**src/rtl/mouse_position_tracker.sv**
```systemverilog
// mouse_position_tracker
//   Turns the 3-byte PS/2 mouse packet stream into an absolute cursor
//   position and button states. The cursor moves by the signed deltas in
//   each packet and is clamped to the screen. A packet is thrown away if it
//   is broken by a receiver error or by an overlong idle gap.
//
// Ports
//   clk, rst               clock; asynchronous active-high reset
//   rx_data, rx_valid      one byte from the PS/2 receiver (1-cycle strobe)
//   rx_error               receiver framing/parity error (1-cycle strobe)
//   mouse_xpos/ypos        cursor position, 0..X_MAX / 0..Y_MAX (0 = top)
//   left/right_mouse       button states from the last complete packet
//   pkt_valid              1-cycle pulse: outputs just updated
//   sync_error             1-cycle pulse: a byte or partial packet was dropped
module mouse_position_tracker #(
    parameter int X_MAX          = 1023,
    parameter int Y_MAX          = 767,
    parameter int X_INIT         = 512,
    parameter int Y_INIT         = 384,
    parameter int TIMEOUT_CYCLES = 2_000_000
) (
    input  logic        clk,
    input  logic        rst,
    input  logic [7:0]  rx_data,
    input  logic        rx_valid,
    input  logic        rx_error,
    output logic [11:0] mouse_xpos,
    output logic [11:0] mouse_ypos,
    output logic        left_mouse,
    output logic        right_mouse,
    output logic        pkt_valid,
    output logic        sync_error
);

    localparam int TW = $clog2(TIMEOUT_CYCLES + 1);

    typedef enum logic [1:0] {WAIT_B0, WAIT_B1, WAIT_B2} state_t;

    state_t          state, state_nx;
    logic [TW-1:0]   tmo_cnt, tmo_nx;
    // Byte 0 fields kept: {y_ovf, x_ovf, y_sign, x_sign, right, left}
    logic [5:0]      hdr_q;
    logic [7:0]      dx_q;
    logic            lat_hdr, lat_dx, pkt_nx, sync_nx, tmo_hit;

    logic [8:0]         dx9, dy9;
    logic signed [12:0] x_sum, y_sum;
    logic [11:0]        x_clamp, y_clamp;

    assign tmo_hit = (tmo_cnt == TW'(TIMEOUT_CYCLES - 1));

    // Next state. rx_error takes priority over everything, including a
    // byte arriving in the same cycle.
    always_comb begin
        state_nx = state;
        tmo_nx   = tmo_cnt;
        lat_hdr  = 1'b0;
        lat_dx   = 1'b0;
        pkt_nx   = 1'b0;
        sync_nx  = 1'b0;
        if (rx_error) begin
            state_nx = WAIT_B0;
            tmo_nx   = '0;
            sync_nx  = 1'b1;
        end else begin
            case (state)
                WAIT_B0: begin
                    tmo_nx = '0;
                    if (rx_valid) begin
                        if (rx_data[3]) begin
                            lat_hdr  = 1'b1;
                            state_nx = WAIT_B1;
                        end else begin
                            sync_nx = 1'b1;
                        end
                    end
                end
                WAIT_B1, WAIT_B2: begin
                    if (rx_valid) begin
                        tmo_nx = '0;
                        if (state == WAIT_B1) begin
                            lat_dx   = 1'b1;
                            state_nx = WAIT_B2;
                        end else begin
                            pkt_nx   = 1'b1;
                            state_nx = WAIT_B0;
                        end
                    end else if (tmo_hit) begin
                        tmo_nx   = '0;
                        sync_nx  = 1'b1;
                        state_nx = WAIT_B0;
                    end else begin
                        tmo_nx = tmo_cnt + 1'b1;
                    end
                end
                default: state_nx = WAIT_B0;
            endcase
        end
    end

    // Deltas are 9-bit two's complement; an overflow flag pins the delta to
    // the extreme of its sign. The Y byte is used straight off rx_data since
    // the update happens in the cycle it arrives.
    always_comb begin
        dx9 = hdr_q[4] ? (hdr_q[2] ? 9'h100 : 9'h0FF) : {hdr_q[2], dx_q};
        dy9 = hdr_q[5] ? (hdr_q[3] ? 9'h100 : 9'h0FF) : {hdr_q[3], rx_data};
        // PS/2 +Y is up, screen +Y is down, hence the subtraction.
        x_sum = $signed({1'b0, mouse_xpos}) + $signed({{4{dx9[8]}}, dx9});
        y_sum = $signed({1'b0, mouse_ypos}) - $signed({{4{dy9[8]}}, dy9});

        if (x_sum[12])                       x_clamp = '0;
        else if (x_sum[11:0] > 12'(X_MAX))   x_clamp = 12'(X_MAX);
        else                                 x_clamp = x_sum[11:0];

        if (y_sum[12])                       y_clamp = '0;
        else if (y_sum[11:0] > 12'(Y_MAX))   y_clamp = 12'(Y_MAX);
        else                                 y_clamp = y_sum[11:0];
    end

    always_ff @(posedge clk or posedge rst) begin
        if (rst) begin
            state       <= WAIT_B0;
            tmo_cnt     <= '0;
            hdr_q       <= '0;
            dx_q        <= '0;
            mouse_xpos  <= 12'(X_INIT);
            mouse_ypos  <= 12'(Y_INIT);
            left_mouse  <= 1'b0;
            right_mouse <= 1'b0;
            pkt_valid   <= 1'b0;
            sync_error  <= 1'b0;
        end else begin
            state      <= state_nx;
            tmo_cnt    <= tmo_nx;
            pkt_valid  <= pkt_nx;
            sync_error <= sync_nx;
            if (lat_hdr) hdr_q <= {rx_data[7:4], rx_data[1:0]};
            if (lat_dx)  dx_q  <= rx_data;
            if (pkt_nx) begin
                mouse_xpos  <= x_clamp;
                mouse_ypos  <= y_clamp;
                left_mouse  <= hdr_q[0];
                right_mouse <= hdr_q[1];
            end
        end
    end

endmodule

```
**config.mk**
```make
export PLATFORM = sky130hd
export DESIGN_NAME = mouse_position_tracker
export DESIGN_NICKNAME = d
export VERILOG_FILES = /design/src/rtl/mouse_position_tracker.sv
export SDC_FILE = /design/constraint.sdc
export NUM_CORES = 1
export LEC_CHECK = 0
export CAP_MARGIN = 20
export CORE_MARGIN = 2
export CORE_UTILIZATION = 58
export DETAILED_ROUTE_END_ITERATION = 7
export GPL_TIMING_DRIVEN = 0
export PLACE_DENSITY = 0.81
export SLEW_MARGIN = 10
export SYNTH_ARGS = -nofsm -noshare
export SYNTH_HDL_FRONTEND = slang
export SYNTH_SLANG_ARGS = --single-unit
```
**constraint.sdc**
```tcl
create_clock -name clk -period 3.9 [get_ports clk]
set_clock_uncertainty 0.15 [all_clocks]
set_input_delay 0.78 -clock clk [delete_from_list [all_inputs] [get_ports clk]]
set_output_delay 0.78 -clock clk [all_outputs]
set_load 0.01 [all_outputs]
```
==> results.cfg <==
[status]
status = completed

[cts]
clock_latency_ns = 0.35
cts_made_buffers = 9
path_clk_slew_ns = 0.07
clockBufferDepth = 2
cts-root-buf = clkbuf_8
cts_resized = 0
clock-sinks = 65
cts_tree = built
htreeDepth = 3
post_cts_buffers = 0

[global_route]
grt_overflow_total = 0
grt_util_all_layers_pct = 26.3
grt_pass1_wl_um = 16000
grt_pass1_vias = 3447
antenna_found_initial = 0
grt_max_degree = 66

[place]
place_congestion = 0.886
dp_cells = 573
post_dp_cell_area_mm2 = 0.00464
io_buffers = 39
hpwl_um = 6690

[setup_path]
crit_type = primary input to flip-flop
required_ns = 3.94
crit_chain = clkdlybuf4s50_1, o21a_1, ha_1, fa_1, nor2b_1, o2111ai_1, and4b_1, clkbuf_1, o311a_1, a22oi_2, a22oi_1
end_kind = flip-flop
cp_max_fo = 8
critical_path_arrival_ns = 3.82
cp_slowest_cell = clkdlybuf4s50_1
crit_path_max_incr_delay_ns = 0.48
cp-start-kind = primary input

[power]
power_density_mw_per_mm2 = 693
vdd_drop_max_mv = 0.382
power.leakage_nw = 2.13
p_total_mw = 3.34

[timing]
setup_violations = 0
fmax_mhz = 265
grt_setup_unrepaired = false
whs_ns = 0.310
worstMarginPinSlew_ns = 0.828
hold_violations = 0
fin_crit_sh_pct = 96.8
final.min_clock_period_ns = 3.78
relSlewSlack_pct = 44.8
drv_slew = 0

[die]
coreArea_mm2 = 0.00683
design.die.area_mm2 = 0.00780
num_rows = 30
die_w_um = 88.3
io_pins = 40
fp.dieH_um = 88.3
initial_core_util_pct = 60.3

[final_layout]
area_growth_pct = 16.9
final_layout_size_suffix_gt1_share_pct = 8.74
fillers = 554
nets = 530
final_area_mm2 = 0.00482
fin_cells = 588
diodes = 0

[logic_synthesis]
netlist_area_mm2 = 0.00412
syn_area_per_cell_um2 = 9.41
synth_top_cells_by_count = 62 x dfrtp_1, 39 x nand2_1, 39 x nor2_1
synth-seq-cells = 65
synth_area_leader_cell = dfrtp_1
yosysWarnings = 0
synth_area_leaders = dfrtp_1 38%, ha_1 8.5%, o21ai_0 4.4%
yosysUniqueCellTypes = 56
syn-num-nets = 480
synth_ff_type = dfrtp_1
syn-instance-count = 438
yosysTopAreaCellShare_pct = 37.6
synth_edf_count = 0
seq_area_frac_synth_pct = 39.5
synthArstFlopShare_pct = 100
yosysMostFrequentCell = dfrtp_1

[drt]
drc = 0
postRouteAntennaNets = 0
highest_layer = met4
via_count = 3558
wl_met1_um = 4200
drtIter0Drc = 270
viasPerCell = 6.05
route.met3.wl_um = 459
dr.pass1.iters = 5
wl_per_cell_um = 15.9
wirelength_um = 9360
met2_length_um = 4580

[flow_run]
drv_cap = 0

[min_path]
hold_path.class = flip-flop to flip-flop
==> sequential cells by signal (all words and copies together), names as in the netlist <==
signal and cells:
dx_q 8, hdr_q 6, left_mouse 1, mouse_xpos 12
mouse_ypos 12, pkt_valid 1, right_mouse 1, state 2
sync_error 1, tmo_cnt 21
==> kinds of logic after synthesis <==
| group | Yosys count | share of synthesized area (%) |
|---|---|---|
| simple gates | 144 | 17.5 |
| compound gates | 134 | 22.2 |
| flops | 65 | 39.5 |
| buf+inv | 30 | 2.91 |
| fa+ha+maj | 30 | 9.47 |
| mux | 18 | 4.83 |
| xor+xnor | 17 | 3.61 |
==> layout make-up <==
type                       instances  area, um2  share of cell area, %
tap                               96        120                   2.49
multi-input combinational        343       2370                   49.2
buffer                            11       48.8                   1.01
timing repair buffer              40        395                   8.21
sequential                        65       1630                   33.8
clock inverter                     2       12.5                  0.260
inverter                          18       70.1                   1.45
clock buffer                      13        169                   3.51
==> what timing repair did <==
item | 4_1_cts | 5_1_grt
hold endpoints to repair | 0 | 0
hold buffers | 0 | 0
endpoints found under the setup margin | 0 | 14
==> report_power, final <==
group	internal (mW)	switching (mW)
clock	0.279	0.260
combinational	0.891	0.936
sequential	0.843	0.132
total	2.01	1.33
==> final timing paths <==
path                                            from                         to  slack [ns]  depth (start not counted)
worst min register to register  hdr_q[1]$_DFFE_PP0P_    right_mouse$_DFFE_PP0P_        0.31                          2
max in group asynchronous                        rst     tmo_cnt[4]$_DFFE_PP0P_        2.25                          2
worst max register to register  hdr_q[5]$_DFFE_PP0P_  mouse_ypos[4]$_DFFE_PP0P_        0.22                         12
worst max-delay path                      rx_data[0]  mouse_ypos[4]$_DFFE_PP0P_        0.12                         11
worst min-delay path            hdr_q[1]$_DFFE_PP0P_    right_mouse$_DFFE_PP0P_        0.31                          2
min in group asynchronous                        rst  mouse_ypos[9]$_DFFE_PP0P_        0.79                          2
==> per-layer routing <==
metal  vias up  global-route usage [%]
li1       1711                       -
met3        13                    6.25
met2        91                    43.0
met5         -                       0
met1      1743                    34.3
met4         0                    9.64
==> critical path, delay by kind of cell <==
kind	cells	cell delay [ns]
AOI/OAI and AO/OA	5	1.37
adders and majority gates	2	0.62
buffers and inverters	2	0.64
and+or+nand+nor	2	0.41
==> cell usage in the layout, fill, tap and decap left out, types with 6 or more instances in the layout <==
cell type,instances
clkdlybuf4s50_1,39
o31ai_1,9
ha_1,28
a21o_1,7
dfrtp_1,62
inv_1,16
and3_1,6
nor2_1,39
nand4_1,7
a221o_1,10
xnor2_1,9
nand3_1,10
o21a_1,14
clkbuf_8,12
a21oi_1,19
clkbuf_1,11
and2_1,9
mux2_2,14
a31oi_1,6
a22oi_1,9
xor2_1,8
nand2_1,39
o21ai_0,36
==> per-stage QoR <==
step           worst slack (ns)  util (%)  TNS [ns]
6_report                  0.124      70.5         0
5_1_grt                  0.0158      70.5         0
4_1_cts                   0.135      70.5         0
3_5_place_dp             -0.220      67.9     -1.86
3_3_place_gp             -0.164      67.8     -1.41
2_1_floorplan             0.519         -         0
Power figures use the tool's default switching activity.
